--- src/rtl/seq_mem_loader_pkg.sv ---
// Shared definitions for the sequencer program-memory loader.
// The read side imports this package too, so both sides agree on word sizing.
package seq_mem_loader_pkg;

    typedef enum logic [2:0] {
        ST_IDLE,
        ST_LEN_HI,
        ST_LEN_LO,
        ST_CHECK,
        ST_DATA
    } loader_state_t;

    localparam int LEN_BYTES = 2;

    function automatic int bytes_per_word(int dw);
        return (dw + 7) / 8;
    endfunction

endpackage

--- src/rtl/seq_mem_loader_byte_packer.sv ---
// Big-endian byte-to-word assembler: shifts accepted bytes in MSB-first and
// flags the byte that completes a word, presenting the full word alongside it.
module byte_packer #(
    parameter int DATA_WIDTH = 13,
    parameter int BPW        = 2
) (
    input  logic                  i_clk,
    input  logic                  i_rstn,
    input  logic                  i_clr,
    input  logic                  i_vld,
    input  logic [7:0]            i_byte,
    output logic                  o_word_valid,
    output logic [DATA_WIDTH-1:0] o_word
);
    localparam int CW = (BPW > 1) ? $clog2(BPW) : 1;

    logic [CW-1:0]         r_cnt;
    logic [DATA_WIDTH-1:0] r_shift;
    logic                  w_last;

    // Older bytes fall off the top, which discards bits above DATA_WIDTH.
    assign o_word       = DATA_WIDTH'({r_shift, i_byte});
    assign w_last       = (r_cnt == CW'(BPW - 1));
    assign o_word_valid = i_vld && w_last;

    always_ff @(posedge i_clk) begin
        if (!i_rstn) begin
            r_cnt   <= '0;
            r_shift <= '0;
        end else if (i_clr) begin
            r_cnt   <= '0;
        end else if (i_vld) begin
            r_shift <= o_word;
            r_cnt   <= w_last ? '0 : r_cnt + 1'b1;
        end
    end

endmodule

--- src/rtl/seq_mem_loader.sv ---
// Unpacks a framed byte stream (16-bit word count, then big-endian words)
// into sequential writes on the sequencer program-memory write port.
module seq_mem_loader
    import seq_mem_loader_pkg::*;
#(
    parameter int ADDR_WIDTH = 8,
    parameter int DATA_WIDTH = 13
) (
    input  logic                  clk_i,
    input  logic                  rstn_i,
    input  logic                  start_i,
    input  logic                  abort_i,
    input  logic [7:0]            s_data_i,
    input  logic                  s_valid_i,
    output logic                  s_ready_o,
    output logic                  wr_en_o,
    output logic [ADDR_WIDTH-1:0] wr_addr_o,
    output logic [DATA_WIDTH-1:0] wr_data_o,
    output logic                  busy_o,
    output logic                  done_o,
    output logic                  err_o
);
    localparam int          BPW   = bytes_per_word(DATA_WIDTH);
    localparam logic [16:0] DEPTH = 17'(2 ** ADDR_WIDTH);

    loader_state_t         r_state;
    logic                  r_ready;
    logic                  r_busy;
    logic                  r_done;
    logic                  r_err;
    logic                  r_wr_en;
    logic [ADDR_WIDTH-1:0] r_wr_addr;
    logic [DATA_WIDTH-1:0] r_wr_data;
    logic [ADDR_WIDTH-1:0] r_addr;
    logic [15:0]           r_len;
    logic [15:0]           r_wcnt;

    logic                  w_accept;
    logic                  w_pack_vld;
    logic                  w_pack_clr;
    logic                  w_word_valid;
    logic [DATA_WIDTH-1:0] w_word;

    // Abort outranks a byte offered in the same cycle.
    assign w_accept   = s_valid_i && r_ready && !abort_i;
    assign w_pack_vld = w_accept && (r_state == ST_DATA);
    assign w_pack_clr = (r_state == ST_IDLE) && start_i;

    byte_packer #(
        .DATA_WIDTH (DATA_WIDTH),
        .BPW        (BPW)
    ) u_packer (
        .i_clk        (clk_i),
        .i_rstn       (rstn_i),
        .i_clr        (w_pack_clr),
        .i_vld        (w_pack_vld),
        .i_byte       (s_data_i),
        .o_word_valid (w_word_valid),
        .o_word       (w_word)
    );

    always_ff @(posedge clk_i) begin
        if (!rstn_i) begin
            r_state   <= ST_IDLE;
            r_ready   <= 1'b0;
            r_busy    <= 1'b0;
            r_done    <= 1'b0;
            r_err     <= 1'b0;
            r_wr_en   <= 1'b0;
            r_wr_addr <= '0;
            r_wr_data <= '0;
            r_addr    <= '0;
            r_len     <= '0;
            r_wcnt    <= '0;
        end else begin
            r_wr_en <= 1'b0;
            r_done  <= 1'b0;
            if (r_state == ST_IDLE) begin
                if (start_i) begin
                    r_state <= ST_LEN_HI;
                    r_ready <= 1'b1;
                    r_busy  <= 1'b1;
                    r_err   <= 1'b0;
                    r_addr  <= '0;
                    r_wcnt  <= '0;
                end
            end else if (abort_i) begin
                r_state <= ST_IDLE;
                r_ready <= 1'b0;
                r_busy  <= 1'b0;
                r_err   <= 1'b1;
            end else begin
                case (r_state)
                    ST_LEN_HI: if (w_accept) begin
                        r_len[15:8] <= s_data_i;
                        r_state     <= ST_LEN_LO;
                    end
                    ST_LEN_LO: if (w_accept) begin
                        r_len[7:0] <= s_data_i;
                        r_state    <= ST_CHECK;
                        r_ready    <= 1'b0;
                    end
                    ST_CHECK: begin
                        // Rejecting oversize counts here is what keeps r_addr from wrapping.
                        if (r_len == 16'd0 || {1'b0, r_len} > DEPTH) begin
                            r_state <= ST_IDLE;
                            r_busy  <= 1'b0;
                            r_err   <= 1'b1;
                        end else begin
                            r_state <= ST_DATA;
                            r_ready <= 1'b1;
                        end
                    end
                    ST_DATA: if (w_word_valid) begin
                        r_wr_en   <= 1'b1;
                        r_wr_addr <= r_addr;
                        r_wr_data <= w_word;
                        r_addr    <= r_addr + 1'b1;
                        r_wcnt    <= r_wcnt + 16'd1;
                        if (r_wcnt == r_len - 16'd1) begin
                            r_state <= ST_IDLE;
                            r_ready <= 1'b0;
                            r_busy  <= 1'b0;
                            r_done  <= 1'b1;
                        end
                    end
                    default: begin
                        r_state <= ST_IDLE;
                        r_ready <= 1'b0;
                        r_busy  <= 1'b0;
                    end
                endcase
            end
        end
    end

    assign s_ready_o = r_ready;
    assign wr_en_o   = r_wr_en;
    assign wr_addr_o = r_wr_addr;
    assign wr_data_o = r_wr_data;
    assign busy_o    = r_busy;
    assign done_o    = r_done;
    assign err_o     = r_err;

endmodule

--- config.mk ---
export PLATFORM = sky130hd
export DESIGN_NAME = seq_mem_loader
export DESIGN_NICKNAME = d
export VERILOG_FILES = /design/src/rtl/seq_mem_loader_pkg.sv /design/src/rtl/seq_mem_loader_byte_packer.sv /design/src/rtl/seq_mem_loader.sv
export SDC_FILE = /design/constraint.sdc
export NUM_CORES = 1
export LEC_CHECK = 0
export BUFFER_PORTS_ARGS = -buffer_cell sky130_fd_sc_hd__buf_4
export CAP_MARGIN = 30
export CORE_UTILIZATION = 49
export CTS_CLUSTER_SIZE = 10
export DETAILED_ROUTE_END_ITERATION = 12
export PLACE_DENSITY = 0.68
export SLEW_MARGIN = 15
export SYNTH_ARGS = -nofsm -noshare
export SYNTH_HDL_FRONTEND = slang
export SYNTH_SLANG_ARGS = --single-unit
--- constraint.sdc ---
create_clock -name clk_i -period 3.55 [get_ports clk_i]
set_clock_uncertainty 0.2 [all_clocks]
set_input_delay 0.355 -clock clk_i [delete_from_list [all_inputs] [get_ports clk_i]]
set_output_delay 0.355 -clock clk_i [all_outputs]
set_load 0.03 [all_outputs]
# After elaboration in Yosys (flattened, before gate mapping)
# Index checks and enable logic that the tools add are counted.
word_totals:
  regBits: 75
  in_bits: 13
  out_inout_bits: 26
  elab_cells: 105
classes:
  addsub: 4
  n_lt_le_gt_ge: 1
  eq_ne: 15
  mux: 39
  bitwise_logic: 6
  n_reduce_logical: 26
op_table:
  columns: ["op", "n"]
  rows:
  - ["2-to-1 mux 16 bit", 5]
  - ["2-to-1 mux 8 bit", 5]
  - ["2-to-1 mux 3 bit", 8]
  - ["2-to-1 mux 1 bit", 18]
  - ["adder 16 x 1 -> 16 bit (second input constant)", 1]
  - ["== test 16 bit", 1]
  - ["> comparator 16 x 9 -> 1 bit (second input constant)", 1]
  - ["logical NOT 16 bit", 1]
  - ["inequality test 4 bit (second input constant)", 4]
  - ["AND reduction 4 bit", 4]
  - ["subtractor 16 x 1 -> 16 bit (second input constant)", 1]
  - ["one-hot mux 3 bit (4 select lines)", 1]
  - ["AND reduction 5 bit", 2]
  - ["adder 8 x 1 -> 8 bit (second input constant)", 1]
  - ["inequality test 4 x 2 -> 1 bit (second input constant)", 2]
  - ["== test 3 x 2 -> 1 bit (second input constant)", 2]
  - ["inverter 1 bit", 6]
  - ["AND reduction 6 bit", 1]
  - ["nonzero test 3 bit", 2]
  - ["logical AND 1 bit", 5]
  - ["OR reduction 5 bit", 1]
  - ["one-hot mux 1 bit (4 select lines)", 1]
  - ["nonzero test 2 bit", 2]
  - ["OR reduction 2 bit", 2]
  - ["other kinds (14)", 14]

# Longest topological paths before layout
# Gate-level depths: netlist (run 1).
depth:
  depth_word: 8
  mapped_depth: 9
  ltp_nobuf: 8

# By module
# A second synthesis (run 1) with hierarchy kept.
unflattened:
  cells_unflattened: 460
  hier_area_um2: 3812.4
modules_own_cells:
  columns: ["module", "n_inst", "cells_per_inst", "area_each_um2", "seq_area_each_um2"]
  rows:
  - ["seq_mem_loader", 1, 425, 3490.8, 1381.3]
  - ["byte_packer", 1, 35, 321.6, 120.1]

# Worst setup path before layout (run 1)
# Ideal clock, no wire load.
synth_timing:
  path_type: "reg-to-reg"
  start: "reg r_len[0]"
  end: "reg r_ready (netlist: s_ready_o)"
  setup_time_ps: 125
  arrival_time_ps: 2505
  required_time_ps: 3225
  path_slack_ps: 720
  path_stages_with_launch: 10
  path_buffers: 1
  synth_period_minus_slack_ps: 2830
  path_cell_list: "dfxtp_1 -> inv_1 -> ha_1 -> or3b_1 -> clkbuf_1 -> or4_1 -> a2111oi_2 -> nand4_1 -> o311ai_1 -> a21boi_1"
synth_via:
  elab_chain_cells: 4
  word_cells_on_any_way: 8
  cone_classes: "add/sub (1); order compare (1); eq/ne (3); reduce/logical (3)"
synth_rtl:
  columns: ["item", "line_no", "source"]
  rows:
  - ["start, declared", "seq_mem_loader.sv:35", "logic [15:0] r_len;"]
  - ["start signal, assigned", "seq_mem_loader.sv:99", "r_len[7:0] <= s_data_i;"]
  - ["subtractor 16 x 1 -> 16 bit, or another cell as far along", "seq_mem_loader.sv:120", "if (r_wcnt == r_len - 16'd1) begin"]
  - ["== test 16 bit or logical OR 1 bit (tied branches)", "seq_mem_loader.sv:120, seq_mem_loader.sv:105", null]
  - ["inequality test 4 x 2 -> 1 bit (no line) or inequality test 4 bit (tied branches)", null, null]
  - ["AND reduction 6 bit (no line) (*)", null, null]
  - ["end signal, assigned", "seq_mem_loader.sv:111", "r_ready <= 1'b1;"]
  - ["end signal, assigned", "seq_mem_loader.sv:122", "r_ready <= 1'b0;"]
  - ["end signal, assigned", "seq_mem_loader.sv:129", "r_ready <= 1'b0;"]
  - ["end, declared", "seq_mem_loader.sv:27", "logic r_ready;"]
# Mark *: on every way between the ends. The rest lies on a longest branch, timed or not.
# A chain may end at the register's enable or synchronous reset.

# Final worst setup path (run 1)
# Ends and elaborated chain as after synthesis.

==> results of run 1 <==
worst max path at each step:
stage                           from                endpoint  slack, ns  cells past startpoint
3_3_place_gp   r_len[0]$_SDFFE_PN0P_  s_ready_o$_SDFFE_PN0P_       0.67                      8
4_1_cts        r_len[0]$_SDFFE_PN0P_  s_ready_o$_SDFFE_PN0P_       0.53                      8
5_1_grt        r_len[0]$_SDFFE_PN0P_  s_ready_o$_SDFFE_PN0P_       0.26                      8
6_report       r_len[0]$_SDFFE_PN0P_  s_ready_o$_SDFFE_PN0P_       0.49                      8
2_1_floorplan  r_len[0]$_SDFFE_PN0P_  s_ready_o$_SDFFE_PN0P_       0.72                      9
3_5_place_dp   r_len[0]$_SDFFE_PN0P_  s_ready_o$_SDFFE_PN0P_       0.56                      8
power by group:
part	internal (uW)	leakage, uW	switching (uW)
logic	59.3	0.000850	84.5
registers	850	0.000605	18.9
clock network	343	0.000109	360
total	1250	0.00156	464
registers in the layout (all words and copies together) (netlist names):
| name | flops |
|---|---|
| r_len | 16 |
| wr_en_o | 1 |
| r_state | 3 |
| s_ready_o | 1 |
| wr_addr_o | 8 |
| u_packer.r_shift | 5 |
| r_wcnt | 16 |
| u_packer.r_cnt | 1 |
| err_o | 1 |
| r_addr | 8 |
| done_o | 1 |
| busy_o | 1 |
| wr_data_o | 13 |
synth_stat cells (9+ instances only):
cell	number	area, um2
a21boi_0	22	165
a21oi_1	10	50.1
clkbuf_1	26	97.6
dfxtp_1	75	1500
inv_1	9	33.8
mux2i_1	19	190
nand2_1	56	210
nand3_1	12	60.1
nand4_1	11	68.8
nor2_1	39	146
nor2b_1	26	163
nor3_1	10	50.1
xnor2_1	26	228
xor2_1	15	131
worst max-delay path: cells and delay by family (launching register included):
family	cells	cell delay, ns
adder cells (fa/ha/maj)	1	0.24
AND/OR/NAND/NOR	3	1.24
flip-flops	1	0.36
AO/OA/AOI/OAI	3	0.82
buffers and inverters	1	0.09
metrics by stage:
stage / utilization (%) / setup slack (ns) / hold WS (ns)
2_1_floorplan: - / 0.720 / 0.240
3_3_place_gp: 56.0 / 0.669 / 0.254
3_5_place_dp: 56.0 / 0.561 / 0.255
4_1_cts: 58.9 / 0.533 / 0.0761
5_1_grt: 58.9 / 0.259 / 0.0778
6_report: 58.9 / 0.488 / 0.0849
layout by cell type (no fill, tap or decap), drive strengths merged, types with 12 or more instances in the layout:
| cell type | n |
|---|---|
| nor2 | 39 |
| buf | 42 |
| inv | 14 |
| xor2 | 15 |
| xnor2 | 26 |
| a21boi | 23 |
| nand2 | 56 |
| nor2b | 26 |
| nand3 | 12 |
| dfxtp | 75 |
| mux2i | 19 |
layer usage:
metal / routed length, um / track usage, % / vias to the layer above
li1: - / - / 1565
met1: 4120 / 30.3 / 1471
met2: 3870 / 36.3 / 62
met3: 264 / 5.39 / 5
met4: 51 / 5.77 / 0
met5: 0 / 0 / -
layout make-up:
| class | instances | share of cell area [%] |
|---|---|---|
| Clock buffer | 9 | 2.87 |
| Clock inverter | 7 | 2.03 |
| Inverter | 9 | 0.783 |
| Multi-Input combinational cell | 327 | 49.4 |
| Sequential cell | 75 | 34.8 |
| Tap cell | 99 | 2.87 |
| Timing Repair Buffer | 42 | 7.30 |
kinds of logic after synthesis:
logic type / Yosys count / synth area share, %
AOI/OAI and AO/OA: 69 / 13.9
muxes: 19 / 5.06
adders and majority gates: 3 / 0.998
buffers and inverters: 36 / 3.63
and+or+nand+nor: 195 / 26.9
xor gates and xnor gates: 41 / 9.55
DFF: 75 / 39.9
==> summary.txt, run 1 <==
Cells and area
  • Finished Cell Area: 0.00432 mm2
  • Synth-to-Final Area Change: 14.8%
  • FILL cells: 658
  • Ratio of cells with drive above 1 in the final layout: 15.1%
  • Ant diodes: 0
  • Storage element area: 0.00150 mm2
  • Nets: 480
  • Final cell count without fillers: 568
  • Multi-input logic area: 0.00213 mm2

Logic synthesis
  • Post-synth ARST share: 0%
  • Post-synth EDFFs: 0
  • Cells after Synth: 438
  • Synth unique cells: 56
  • Syn avg cell area: 8.58 um2
  • Warnings, synthesis: 0
  • Yosys reg bits: 75
  • Post-synth top flop: dfxtp_1
  • Sequential area share after synthesis: 39.9%
  • Syn_nets: 454
  • Area of the mapped netlist: 0.00376 mm2

Global routing
  • GRT Util Overall: 22.5%
  • Global-route wire length before repair: 13,800 um
  • Initial antenna violation count: 0
  • GRT Residual Overflow: 0
  • Largest net degree at the start of global routing: 52
  • Vias in the first global route: 2,819

Power and ir drop
  • Power Total: 1720 uW
  • PD cells: 398 mW/mm2
  • VDD IR max: 0.210 mV
  • P_leak: 0.00156 uW

Placed design
  • Input/output buffers: 38
  • Dpl hpwl: 5890 um
  • RD Place Congestion: 0.889
  • DP Area: 0.00411 mm2
  • Placed cell count: 552

Job
  • Number of max-cap violations: 0

Clocking
  • Post-CTS Hold Buffers: 0
  • Root Buffer: clkbuf_8
  • H-tree Lvls: 3
  • # resized after CTS: 0
  • Postcts setup bufs: 0
  • CTS buffer count: 9
  • Clock buffer depth: 2
  • Skew-Pair Late Insertion Delay: 0.35 ns
  • Clock sinks: 75
  • Worst-path clk slew: 0.10 ns
  • CTS tree: done

Routing
  • Vias/cell: 5.46
  • Via count: 3,103
  • DR iter-0 viols: 152
  • WL final: 8300 um
  • Routed wire per std cell: 14.6 um
  • Antenna Nets Post-Route: 0
  • Number of iterations in the first detailed-routing pass: 4
  • Drc violations: 0

Worst setup path
  • Worst EP arrival: 3.09 ns
  • Reg-to-reg startpoint: r_len[0]$_SDFFE_PN0P_
  • Critical-path cell list: inv_1, ha_1, or3b_1, or4_1, a2111oi_2, nand4_1, o311ai_1, a21boi_1
  • CP max stage cell: or4_1
  • CP Launch Type: flop
  • Crit-path max cell delay: 0.53 ns
  • Reg2reg setup slack: 0.49 ns
  • Crit Reg-Reg Endpoint: s_ready_o$_SDFFE_PN0P_
  • Crit Path Max Fanout: 8
  • Worst R2R Path Depth: 8
  • Crit. End Element: flop
  • Type of the worst setup path: flop to flop
  • Req. time, crit path: 3.58 ns

STA
  • Fin crit share: 86.3%
  • Final count of pins violating max slew: 0
  • RSZ-0062 raised after global routing: false
  • Worst Tran Pin Value: 0.943 ns
  • TNS Setup: 0 ns
  • Max transition margin: 36.6%
  • Final hold viol count: 0
  • Endpoints failing setup: 0
  • Fmax: 0.327 GHz
  • Min Tclk post-route: 3.06 ns

Floorplan
  • CORE AREA: 0.00733 mm2
  • Die outline width: 89.6 um
  • Row count: 31
  • IO Count: 39
  • Die Y: 89.6 um
  • Starting Density: 51.3%
  • Area of the die: 0.00803 mm2

Hold path
  • Min-Delay Path Class: input port to flop
  • Worst Hold Path EP: wr_data_o[3]$_SDFFE_PN0P_
  • Hold Path Stages: 3
  • Hold Startpoint: s_data_i[3]

Run status
  • Status: completed
Note: power is estimated with default switching activity, not from simulation.
==> run 2, diff against run 1 <==
- MAX_ROUTING_LAYER: unset -> met4
==> summary.txt, run 2 (synthesis gave the netlist of run 1 again) <==
Run status
  • Status: completed (unchanged)

STA
  • Final count of pins violating max slew: 0 (unchanged)
  • RSZ-0062 raised after global routing: false (unchanged)
  • Min Tclk post-route: 3.06 ns (about the same)
  • Max transition margin: 39.0% (was 36.6%)
  • Endpoints failing setup: 0 (unchanged)
  • TNS Setup: 0 ns (unchanged)
  • Fin crit share: 86.2% (was 86.3%)
  • Worst Tran Pin Value: 0.906 ns (was 0.943 ns)
  • Fmax: 0.327 GHz (about the same)
  • Final hold viol count: 0 (unchanged)
  • Hold slack: 0.0810 ns (was 0.0849 ns)

Clocking
  • Skew-Pair Late Insertion Delay: 0.36 ns (was 0.35 ns)
  • Post-CTS Hold Buffers: 0 (unchanged)
  • CTS buffer count: 9 (unchanged)
  • Clock buffer depth: 2 (unchanged)
  • Postcts setup bufs: 0 (unchanged)
  • Worst-path clk slew: 0.08 ns (was 0.10 ns)
  • Clock sinks: 75 (unchanged)
  • Root Buffer: clkbuf_8 (unchanged)
  • CTS tree: done (unchanged)
  • # resized after CTS: 0 (unchanged)
  • H-tree Lvls: 3 (unchanged)

Routing
  • Antenna Nets Post-Route: 0 (unchanged)
  • DR iter-0 viols: 119 (was 152)
  • Routed wire per std cell: 15.1 um (was 14.6 um)
  • Vias/cell: 5.53 (was 5.46)
  • Drc violations: 0 (unchanged)
  • Via count: 3,141 (was 3,103)
  • WL final: 8590 um (was 8300 um)
  • Number of iterations in the first detailed-routing pass: 4 (unchanged)

Worst setup path
  • Critical-path cell list: inv_1, ha_1, or3b_1, or4_1, a2111oi_2, nand4_1, o311ai_1, a21boi_1 (unchanged)
  • Crit. End Element: flop (unchanged)
  • Req. time, crit path: 3.59 ns (was 3.58 ns)
  • Worst EP arrival: 3.10 ns (was 3.09 ns)
  • CP max stage cell: or4_1 (unchanged)
  • Largest delay contributor family on the critical path: simple AND/OR/NAND/NOR gates (unchanged)
  • Crit Path Max Fanout: 8 (unchanged)
  • Crit-path max cell delay: 0.53 ns (about the same)
  • Buf/Inv on CP: 1 (unchanged)
  • Type of the worst setup path: flop to flop (unchanged)
  • CP Launch Type: flop (unchanged)

Floorplan
  • Area of the die: 0.00803 mm2 (unchanged)
  • Row count: 31 (unchanged)
  • Die outline width: 89.6 um (unchanged)
  • IO Count: 39 (unchanged)
  • Starting Density: 51.3% (unchanged)
  • CORE AREA: 0.00733 mm2 (unchanged)
  • Die Y: 89.6 um (unchanged)

Placed design
  • Input/output buffers: 38 (unchanged)
  • RD Place Congestion: 0.894 (was 0.889)
  • Dpl hpwl: 6100 um (was 5890 um)
  • DP Area: 0.00411 mm2 (unchanged)

Cells and area
  • Synth-to-Final Area Change: 15.3% (was 14.8%)
  • Nets: 480 (unchanged)
  • Ratio of cells with drive above 1 in the final layout: 15.1% (unchanged)
  • Most common cell after layout, fill and taps aside: dfxtp_1 (unchanged)
  • Finished Cell Area: 0.00433 mm2 (was 0.00432 mm2)
  • Most frequent cells in the layout: dfxtp_1 (75), nand2_1 (56), buf_4 (42) (unchanged)
  • Ant diodes: 0 (unchanged)
  • Post-layout util: 59.1% (was 58.9%)

Global routing
  • Vias in the first global route: 2,897 (was 2,819)
  • Largest net degree at the start of global routing: 52 (unchanged)
  • GRT Residual Overflow: 0 (unchanged)
  • Initial antenna violation count: 0 (unchanged)
  • GRT Util Overall: 23.6% (was 22.5%)
  • Global-route wire length before repair: 13,900 um (was 13,800 um)

Hold path
  • Min-Delay Path Class: input port to flop (unchanged)

Power and ir drop
  • Power Total: 1770 uW (was 1720 uW)
  • P_leak: 0.00157 uW (was 0.00156 uW)
  • PD cells: 408 mW/mm2 (was 398 mW/mm2)
  • VDD IR max: 0.177 mV (was 0.210 mV)

Job
  • Number of max-cap violations: 0 (unchanged)
==> run 2: cell types whose count changed in the layout (fill, tap and decap cells not counted), sizes merged <==
| cell | delta |
|---|---|
| inv | -1 |
| clkinvlp | +1 |
| clkinv | -1 |
| bufinv | +1 |
==> run 2: worst min-delay path, delay by kind of cell <==
family | cells | cell delay [ns]
buf+inv | 1 | 0.10
compound gates | 2 | 0.14
==> run 2: per-layer routing <==
layer	vias to the layer above	part of all wire, %	global-route usage [%]
met2	63	46	36.5
li1	1573	-	-
met1	1481	48	29.7
met5	-	0	-
met3	24	3.2	3.84
met4	0	2.7	12.0
==> run 2: stage by stage <==
step | setup slack, ns | cells
4_1_cts | 0.512 | 568
3_5_place_dp | 0.521 | 552
6_report | 0.490 | 568
5_1_grt | 0.323 | 568
3_3_place_gp | 0.673 | 552
2_1_floorplan | 0.720 | 438
==> run 2: worst paths after layout <==
kind / slack (ns) / end / cells after the start / start
worst max-delay path: 0.49 / s_ready_o$_SDFFE_PN0P_ / 8 / r_len[0]$_SDFFE_PN0P_
worst min-delay path: 0.08 / busy_o$_SDFFE_PN0P_ / 3 / start_i
worst max register to register: 0.49 / s_ready_o$_SDFFE_PN0P_ / 8 / r_len[0]$_SDFFE_PN0P_
worst min register to register: 0.27 / err_o$_SDFFE_PN0P_ / 2 / err_o$_SDFFE_PN0P_
==> run 2: report_power, final <==
group / total, uW / switching [uW] / internal [uW]
Combinational: 144 / 84.3 / 59.3
Sequential: 868 / 18.1 / 850
Clock: 758 / 350 / 408
==> run 2: final cells by class <==
cell class,instances,area [um2]
clock buffers,9,124
clock inverters,7,105
fillers,667,3000
inverters,9,33.8
multi-input cells,327,2130
flip-flops and latches,75,1500
well taps,99,124
repair buffers,42,315
